==> src/rtl/timer_pkg.sv <==
// Shared types and constants for the tick timer controller.
package timer_pkg;

  typedef enum logic {
    IDLE = 1'b0,
    RUN  = 1'b1
  } state_t;

  localparam int MIN_PERIOD = 1;
  localparam int WIDTH_DEF  = 16;

endpackage

==> src/rtl/tick_timer_ctrl_prescaler.sv <==
// Modulo-PRESCALE up-counter; o_tick marks the last count of each prescale window.
module prescaler #(
  parameter int PRESCALE = 50
) (
  input  logic clk,
  input  logic reset_n,
  input  logic i_en,
  input  logic i_clr,
  output logic o_tick
);

  localparam int CNT_W = $clog2(PRESCALE);
  localparam logic [CNT_W-1:0] LAST = CNT_W'(PRESCALE - 1);

  logic [CNT_W-1:0] r_cnt;
  logic             w_last;

  assign w_last = (r_cnt == LAST);
  assign o_tick = i_en && w_last;

  always_ff @(posedge clk or negedge reset_n) begin
    if (!reset_n) begin
      r_cnt <= '0;
    end else if (i_clr) begin
      r_cnt <= '0;
    end else if (i_en) begin
      r_cnt <= w_last ? '0 : r_cnt + CNT_W'(1);
    end
  end

endmodule

==> src/rtl/tick_timer_ctrl.sv <==
// Programmable tick timer: prescaler plus WIDTH-bit down-counter, one-shot or periodic.
// Optional sticky interrupt built only when TICK_TIMER_IRQ_EN is defined.
module tick_timer_ctrl
  import timer_pkg::*;
#(
  parameter int PRESCALE = 50,
  parameter int WIDTH    = WIDTH_DEF
) (
  input  logic             clk,
  input  logic             reset_n,
  input  logic             cfg_we,
  input  logic [WIDTH-1:0] cfg_period,
  input  logic             cfg_periodic,
  input  logic             start,
  input  logic             stop,
  output logic             busy,
  output logic [WIDTH-1:0] count,
  output logic             expire,
  output logic             irq,
  input  logic             irq_ack
);

  state_t           r_state;
  logic [WIDTH-1:0] r_period;
  logic             r_periodic;
  logic [WIDTH-1:0] r_count;
  logic             r_expire;

  logic [WIDTH-1:0] w_load_period;
  logic             w_load_ok;
  logic             w_run;
  logic             w_restart;
  logic             w_tick;
  logic             w_last;
  logic             w_clr;
  logic             w_expire_set;

  // A period written in the same cycle as a load is the one that gets loaded.
  assign w_load_period = cfg_we ? cfg_period : r_period;
  assign w_load_ok     = (w_load_period >= WIDTH'(MIN_PERIOD));
  assign w_run         = (r_state == RUN);
  assign w_restart     = start && w_load_ok;
  assign w_last        = (r_count == WIDTH'(1));
  assign w_clr         = w_run && (stop || w_restart);
  assign w_expire_set  = w_run && !stop && !w_restart && w_tick && w_last;

  prescaler #(
    .PRESCALE(PRESCALE)
  ) u_prescaler (
    .clk    (clk),
    .reset_n(reset_n),
    .i_en   (w_run),
    .i_clr  (w_clr),
    .o_tick (w_tick)
  );

  always_ff @(posedge clk or negedge reset_n) begin
    if (!reset_n) begin
      r_state    <= IDLE;
      r_period   <= '0;
      r_periodic <= 1'b0;
      r_count    <= '0;
      r_expire   <= 1'b0;
    end else begin
      r_expire <= w_expire_set;
      if (cfg_we) begin
        r_period   <= cfg_period;
        r_periodic <= cfg_periodic;
      end
      case (r_state)
        IDLE: begin
          if (w_restart) begin
            r_state <= RUN;
            r_count <= w_load_period;
          end
        end
        RUN: begin
          // stop beats start, start beats tick; count is held on stop.
          if (stop) begin
            r_state <= IDLE;
          end else if (w_restart) begin
            r_count <= w_load_period;
          end else if (w_tick) begin
            if (!w_last) begin
              r_count <= r_count - WIDTH'(1);
            end else if (r_periodic && w_load_ok) begin
              r_count <= w_load_period;
            end else begin
              r_count <= '0;
              r_state <= IDLE;
            end
          end
        end
        default: r_state <= IDLE;
      endcase
    end
  end

`ifdef TICK_TIMER_IRQ_EN
  logic r_irq;

  always_ff @(posedge clk or negedge reset_n) begin
    if (!reset_n) begin
      r_irq <= 1'b0;
    end else if (w_expire_set) begin
      r_irq <= 1'b1;
    end else if (irq_ack) begin
      r_irq <= 1'b0;
    end
  end

  assign irq = r_irq;
`else
  logic w_unused_irq_ack;

  assign w_unused_irq_ack = irq_ack;
  assign irq              = 1'b0;
`endif

  assign busy   = w_run;
  assign count  = r_count;
  assign expire = r_expire;

endmodule

==> config.mk <==
export PLATFORM = sky130hd
export DESIGN_NAME = tick_timer_ctrl
export DESIGN_NICKNAME = d
export VERILOG_FILES = /design/src/rtl/timer_pkg.sv /design/src/rtl/tick_timer_ctrl_prescaler.sv /design/src/rtl/tick_timer_ctrl.sv
export SDC_FILE = /design/constraint.sdc
export NUM_CORES = 1
export LEC_CHECK = 0
export CELL_PAD_IN_SITES_DETAIL_PLACEMENT = 1
export CELL_PAD_IN_SITES_GLOBAL_PLACEMENT = 1
export CORE_AREA = 2 2 80 82
export CTS_CLUSTER_SIZE = 28
export DETAILED_ROUTE_END_ITERATION = 16
export DIE_AREA = 0 0 82 84
export GPL_ROUTABILITY_DRIVEN = 0
export PLACE_DENSITY_LB_ADDON = 0.1
export SYNTH_ARGS = -nofsm -noshare
export SYNTH_HDL_FRONTEND = slang
export SYNTH_SLANG_ARGS = --single-unit
==> constraint.sdc <==
create_clock -name clk -period 2.5 [get_ports clk]
set_input_delay 0.5 -clock clk [delete_from_list [all_inputs] [get_ports clk]]
set_output_delay 0.5 -clock clk [all_outputs]
set_load 0.01 [all_outputs]
-- Yosys cells after proc, flatten, opt, wreduce, memory -nomap -nowiden
Cells that the tools add are included.
W data, S select, Z words.
- register bits after elaboration: 41
- input port bits: 23
- output and inout port bits: 19
- $add $sub $neg: 2
- multiplexer cells: 18
- reduce and logical (&&, ||, !) cells: 13
- equal/unequal tests: 5
- bitwise logic cells: 1
- order comparisons: 1
- operators with widths (cell ; count):
    $mux W16 ; 7
    $pmux W16 S2 ; 1
    $mux W6 ; 3
    $eq A16 B1 Y1 const B ; 1
    $ge A16 B1 Y1 const B ; 1
    $sub A16 B1 Y16 const B ; 1
    $logic_and A1 B1 Y1 ; 8
    $add A6 B1 Y6 const B ; 1
    $eq A6 B6 Y1 const B ; 1
    $mux W1 ; 6
    $ne A2 B2 Y1 const B ; 2
    $ne A3 B1 Y1 const B ; 1
    $reduce_and A3 Y1 ; 1
    $logic_not A1 Y1 ; 2
    $pmux W1 S2 ; 1
    $reduce_bool A2 Y1 ; 1
    $logic_or A1 B1 Y1 ; 1
    $not A1 Y1 ; 1

-- Logic depth before layout (Yosys ltp)
- word-level depth: 9
- mapped depth: 9
- depth with buffers taken out: 8

-- Cells and area by module
A second synthesis with hierarchy kept.
- cells, all modules: 236
- area total of the unflattened synthesis: 2342.2 um^2
- modules (own cells, without submodules) (module ; times used ; sequential area each (um^2) ; cells an instance ; area an instance (um^2)):
    tick_timer_ctrl ; 1 ; 875.8 ; 193 ; 1933.1
    prescaler ; 1 ; 150.1 ; 43 ; 409.1

-- Worst setup path after synthesis
OpenSTA, ideal clock, no wires.
- path kind: input to register
- start point: input cfg_period[15]
- end point: register r_count[12], in the netlist count[12]
- cell stages on the path: 6
- data arrival time: 2.400 ns
- path slack: 0.034 ns
- cells stage by stage: or4_1 > o21ai_0 > a41oi_2 > or4b_4 > o32ai_2 > a22o_1
- cells in the longest elaborated chain, start to end: 9
- elaborated cells between the ends (all ways): 13
- those cells by class: 1 x order compare; 2 x eq/ne; 7 x mux; 3 x reduce/logical
- ends and longest elaborated chain (item ; line ; source):
    start: declaration ; tick_timer_ctrl.sv:12 ; input logic [WIDTH-1:0] cfg_period,
    $mux W16 * ; n/a ;
    $ge A16 B1 Y1 * ; tick_timer_ctrl.sv:40 ; assign w_load_ok = (w_load_period >= WIDTH'(MIN_PERIOD));
    $logic_and A1 B1 Y1 ; tick_timer_ctrl.sv:86 ; end else if (r_periodic && w_load_ok) begin
    $mux W16 ; tick_timer_ctrl.sv:86 ;
    $mux W16 ; tick_timer_ctrl.sv:84 ; if (!w_last) begin
    $mux W16 ; tick_timer_ctrl.sv:83 ; end else if (w_tick) begin
    $mux W16 ; tick_timer_ctrl.sv:81 ; end else if (w_restart) begin
    $mux W16 ; tick_timer_ctrl.sv:79 ; if (stop) begin
    $pmux W16 S2 ; tick_timer_ctrl.sv:70 ; case (r_state)
    end signal: assignment ; tick_timer_ctrl.sv:74 ; r_count <= w_load_period;
    end signal: assignment ; tick_timer_ctrl.sv:82 ; r_count <= w_load_period;
    end signal: assignment ; tick_timer_ctrl.sv:85 ; r_count <= r_count - WIDTH'(1);
    end: declaration ; tick_timer_ctrl.sv:26 ; logic [WIDTH-1:0] r_count;
Every way passes the cells marked *; elsewhere a longest branch is shown, timed or not. The select of a mux whose other input is x is not followed.
A chain may end at the register's enable or synchronous reset.

-- Final worst setup path
- start point: input cfg_period[7]
- end point: register r_count[12], in the netlist count[12]
Same word-level chain as after synthesis.

==> impl_metrics.csv <==
group,metric,value,unit
status,status,"finished, final reports clean",
global_route,grt_start_max_net_pins,17,
detailed_routing,drtAntennaViolNets,0,
min_path,hold_path.class,"in -> async",
logic_synthesis,yosysTopAreaCell,"dfrtp_1",
detailed_routing,drc,0,
finish,drive_gt1_share,26.3,%
timing,max_clock_freq,0.412,GHz
timing,fin_ws,0.0704,ns
place,port_buffers,39,
logic_synthesis,ys_top_cells_by_area,"dfrtp_1, mux2i_1, o21ai_0",
global_route,overflow,0,
detailed_routing,m1WireLength,3.52,mm
logic_synthesis,synth_flop_cell,"dfrtp_1",
cts,htreeDepth,2,
logic_synthesis,synth_edf_count,0,
timing,hold_viol_final,0,
run,cap_violations,0,
global_route,grt.total_usage,26.1,%
finish,nets,368,
setup_path,crit_top_cell,"or4b_4",
floorplan,die_w,82,microns
cts,clk_latency,0.30,ns
logic_synthesis,avgSynthCellArea,9.46,sq um
detailed_routing,drtIter0Drc,104,
finish,fin_area,3460,sq um
global_route,grt_pass1_vias,2630,
power,total_power,2.13,mW
setup_path,slowest_stage,"or4b_4",
power,p_leak,1.52,nW
place,dpl.cell_count,403,
setup_path,worstSetupEndpointType,"register",
setup_path,start_kind,"input port",
detailed_routing,num_vias,2419,
cts,clkTransAtPathRegs,0.08,ns
global_route,antenna_found_initial,0,
setup_path,max_stage_delay,0.59,ns
detailed_routing,wl_met2,4.23,mm
place,placed_area,3150,sq um
setup_path,crit_buf_inv,1,
setup_path,arrival,2.67,ns
timing,grt_setup_unrepaired,"no",
detailed_routing,routed_wl,8.22,mm
detailed_routing,wl_met3,305,microns
logic_synthesis,ys_seq_area_share,43.6,%
logic_synthesis,synthArstFlopShare,100,%
timing,fin_crit,2.43,ns
place,dp_hpwl,5.96,mm
finish,fin_cells,419,
floorplan,ios,42,
logic_synthesis,synth_top_area_share,43.6,%
setup_path,crit_required,2.74,ns
detailed_routing,wl_per_cell,19.6,microns
setup_path,cp_max_fo,5,
logic_synthesis,syn-num-nets,276,
cts,cts.root.buffer_cell,"clkbuf_8",
cts,cts_sinks,41,
global_route,grt_pass1_wl,13.5,mm
place,preCtsSetupSlack,-0.674,ns
cts,numCtsBuffers,5,
finish,antenna_cells,0,
floorplan,dieArea,6890,sq um
detailed_routing,first_pass_iters,4,
logic_synthesis,syn_area,2350,sq um
floorplan,start_util,38.6,%
logic_synthesis,syn_inst,249,
detailed_routing,viasPerCell,5.77,
logic_synthesis,synth_seq_cells,41,
setup_path,path_cells,"dlygate4sd2_1 > or4b_4 > o22ai_4 > a41oi_4 > or4b_4 > o32ai_4 > a22o_1",
floorplan,die_h,84,microns
setup_path,path_delay_family,"simple AND/OR/NAND/NOR gates",
cts,tritoncts,"built",
finish,area_growth,47.0,%
setup_path,critPathKind,"in -> reg",
timing,tightest_slew,0.505,ns
power,ir_drop,0.299,mV
timing,finClkSkew,0.00772,ns
timing,relSlewSlack,66.0,%
timing,slew_viol_final,0,
power,p_per_area,615,nW/um^2
timing,finalCritPeriodShare,97.2,%
floorplan,coreArea,6100,sq um
logic_synthesis,synth.distinct_cells,49,
timing,setup_violations,0,
detailed_routing,highest_layer,"met4",
cts,cts_buffer_depth,2,
cts,hold_buffers,0,
floorplan,rows,29,
logic_synthesis,ys_warn_count,0,
[through the flow]
| step | util [%] | TNS, ns | hold slack (ns) |
|---|---|---|---|
| 2_1_floorplan | - | 0 | 0.204 |
| 3_3_place_gp | 51.7 | -11.27 | 0.433 |
| 3_5_place_dp | 51.7 | -13.03 | 0.439 |
| 4_1_cts | 55.5 | 0 | 0.112 |
| 5_1_grt | 56.8 | 0 | 0.124 |
| 6_report | 56.8 | 0 | 0.102 |
[where the power goes]
part           switching (mW)  internal (mW)  total (mW)
Sequential             0.0737          0.748       0.822
Clock                   0.239          0.326       0.565
Combinational           0.375          0.366       0.741
[cells in the mapped netlist (all sizes together) (3+ instances only)]
cell type	n
dfrtp	41
o21ai	28
inv	26
mux2i	16
nand2	12
nor2	11
a21oi	10
a22o	9
nand3	8
clkbuf	7
nor4	7
nor3	6
o22ai	5
o32ai	5
or3	5
or4	5
ha	4
nand2b	4
o221ai	4
buf	3
[layout make-up]
class / count / area, sq um
Clock buffer: 7 / 86.3
Tap cell: 77 / 96.3
Inverter: 26 / 97.6
Multi-Input combinational cell: 172 / 1310
Fill cell: 711 / 2630
Clock inverter: 1 / 30.0
Timing Repair Buffer: 95 / 820
Sequential cell: 41 / 1030
[cell families after synthesis]
group / after synthesis / synth area share, %
AO/OA/AOI/OAI: 78 / 22.8
other: 1 / 0.159
flip-flops: 41 / 43.6
adder cells (fa/ha/maj): 4 / 2.13
AND/OR/NAND/NOR: 72 / 17.7
buffers and inverters: 36 / 6.22
multiplexers: 17 / 7.44
[flip-flops by register name, summed over array words and instances (netlist names)]
signal             flops
expire                 1
busy                   1
count                 16
u_prescaler.r_cnt      6
r_periodic             1
r_period              16
[timing repair]
item | CTS | global route
endpoints found under the setup margin | 23 | 17
cloned | 0 | 0
resized for setup | 36 | 13
pin swaps | 10 | 8
setup buffers | 5 | 3
[per-layer routing]
layer  vias to the layer above  track usage, %
met5                         -               0
met4                         0            7.58
met3                        10            4.55
met2                        56            43.9
met1                      1238            33.7
li1                       1115               -
[cell usage in the layout, fill, tap and decap left out, types with 3 or more instances in the layout]
| cell type | instances |
|---|---|
| nor3_1 | 6 |
| or4_4 | 3 |
| dlygate4sd2_1 | 11 |
| o32ai_1 | 3 |
| nand2_1 | 12 |
| inv_1 | 22 |
| or3_1 | 5 |
| clkdlybuf4s50_1 | 23 |
| dfrtp_1 | 41 |
| nand2b_1 | 4 |
| o22ai_1 | 4 |
| clkbuf_8 | 6 |
| o21ai_0 | 26 |
| a22o_1 | 9 |
| nor2_1 | 10 |
| o221ai_1 | 4 |
| a21oi_1 | 10 |
| nor4_1 | 6 |
| mux2i_1 | 12 |
| nand3_1 | 8 |
| buf_4 | 53 |
| ha_1 | 4 |
| inv_2 | 4 |
| mux2i_4 | 4 |
[final timing paths]
path                                from           to  slack (ns)  depth (start not counted)
max                        cfg_period[7]    count[12]        0.07                          7
min                              reset_n         busy        0.10                          1
max reg2reg                     count[1]    count[12]        0.13                          8
min reg2reg                  r_period[7]  r_period[7]        0.54                          2
max in group asynchronous        reset_n       expire        1.85                          2
min in group clk             r_period[7]  r_period[7]        0.54                          2
(Power assumes the default switching activity.)
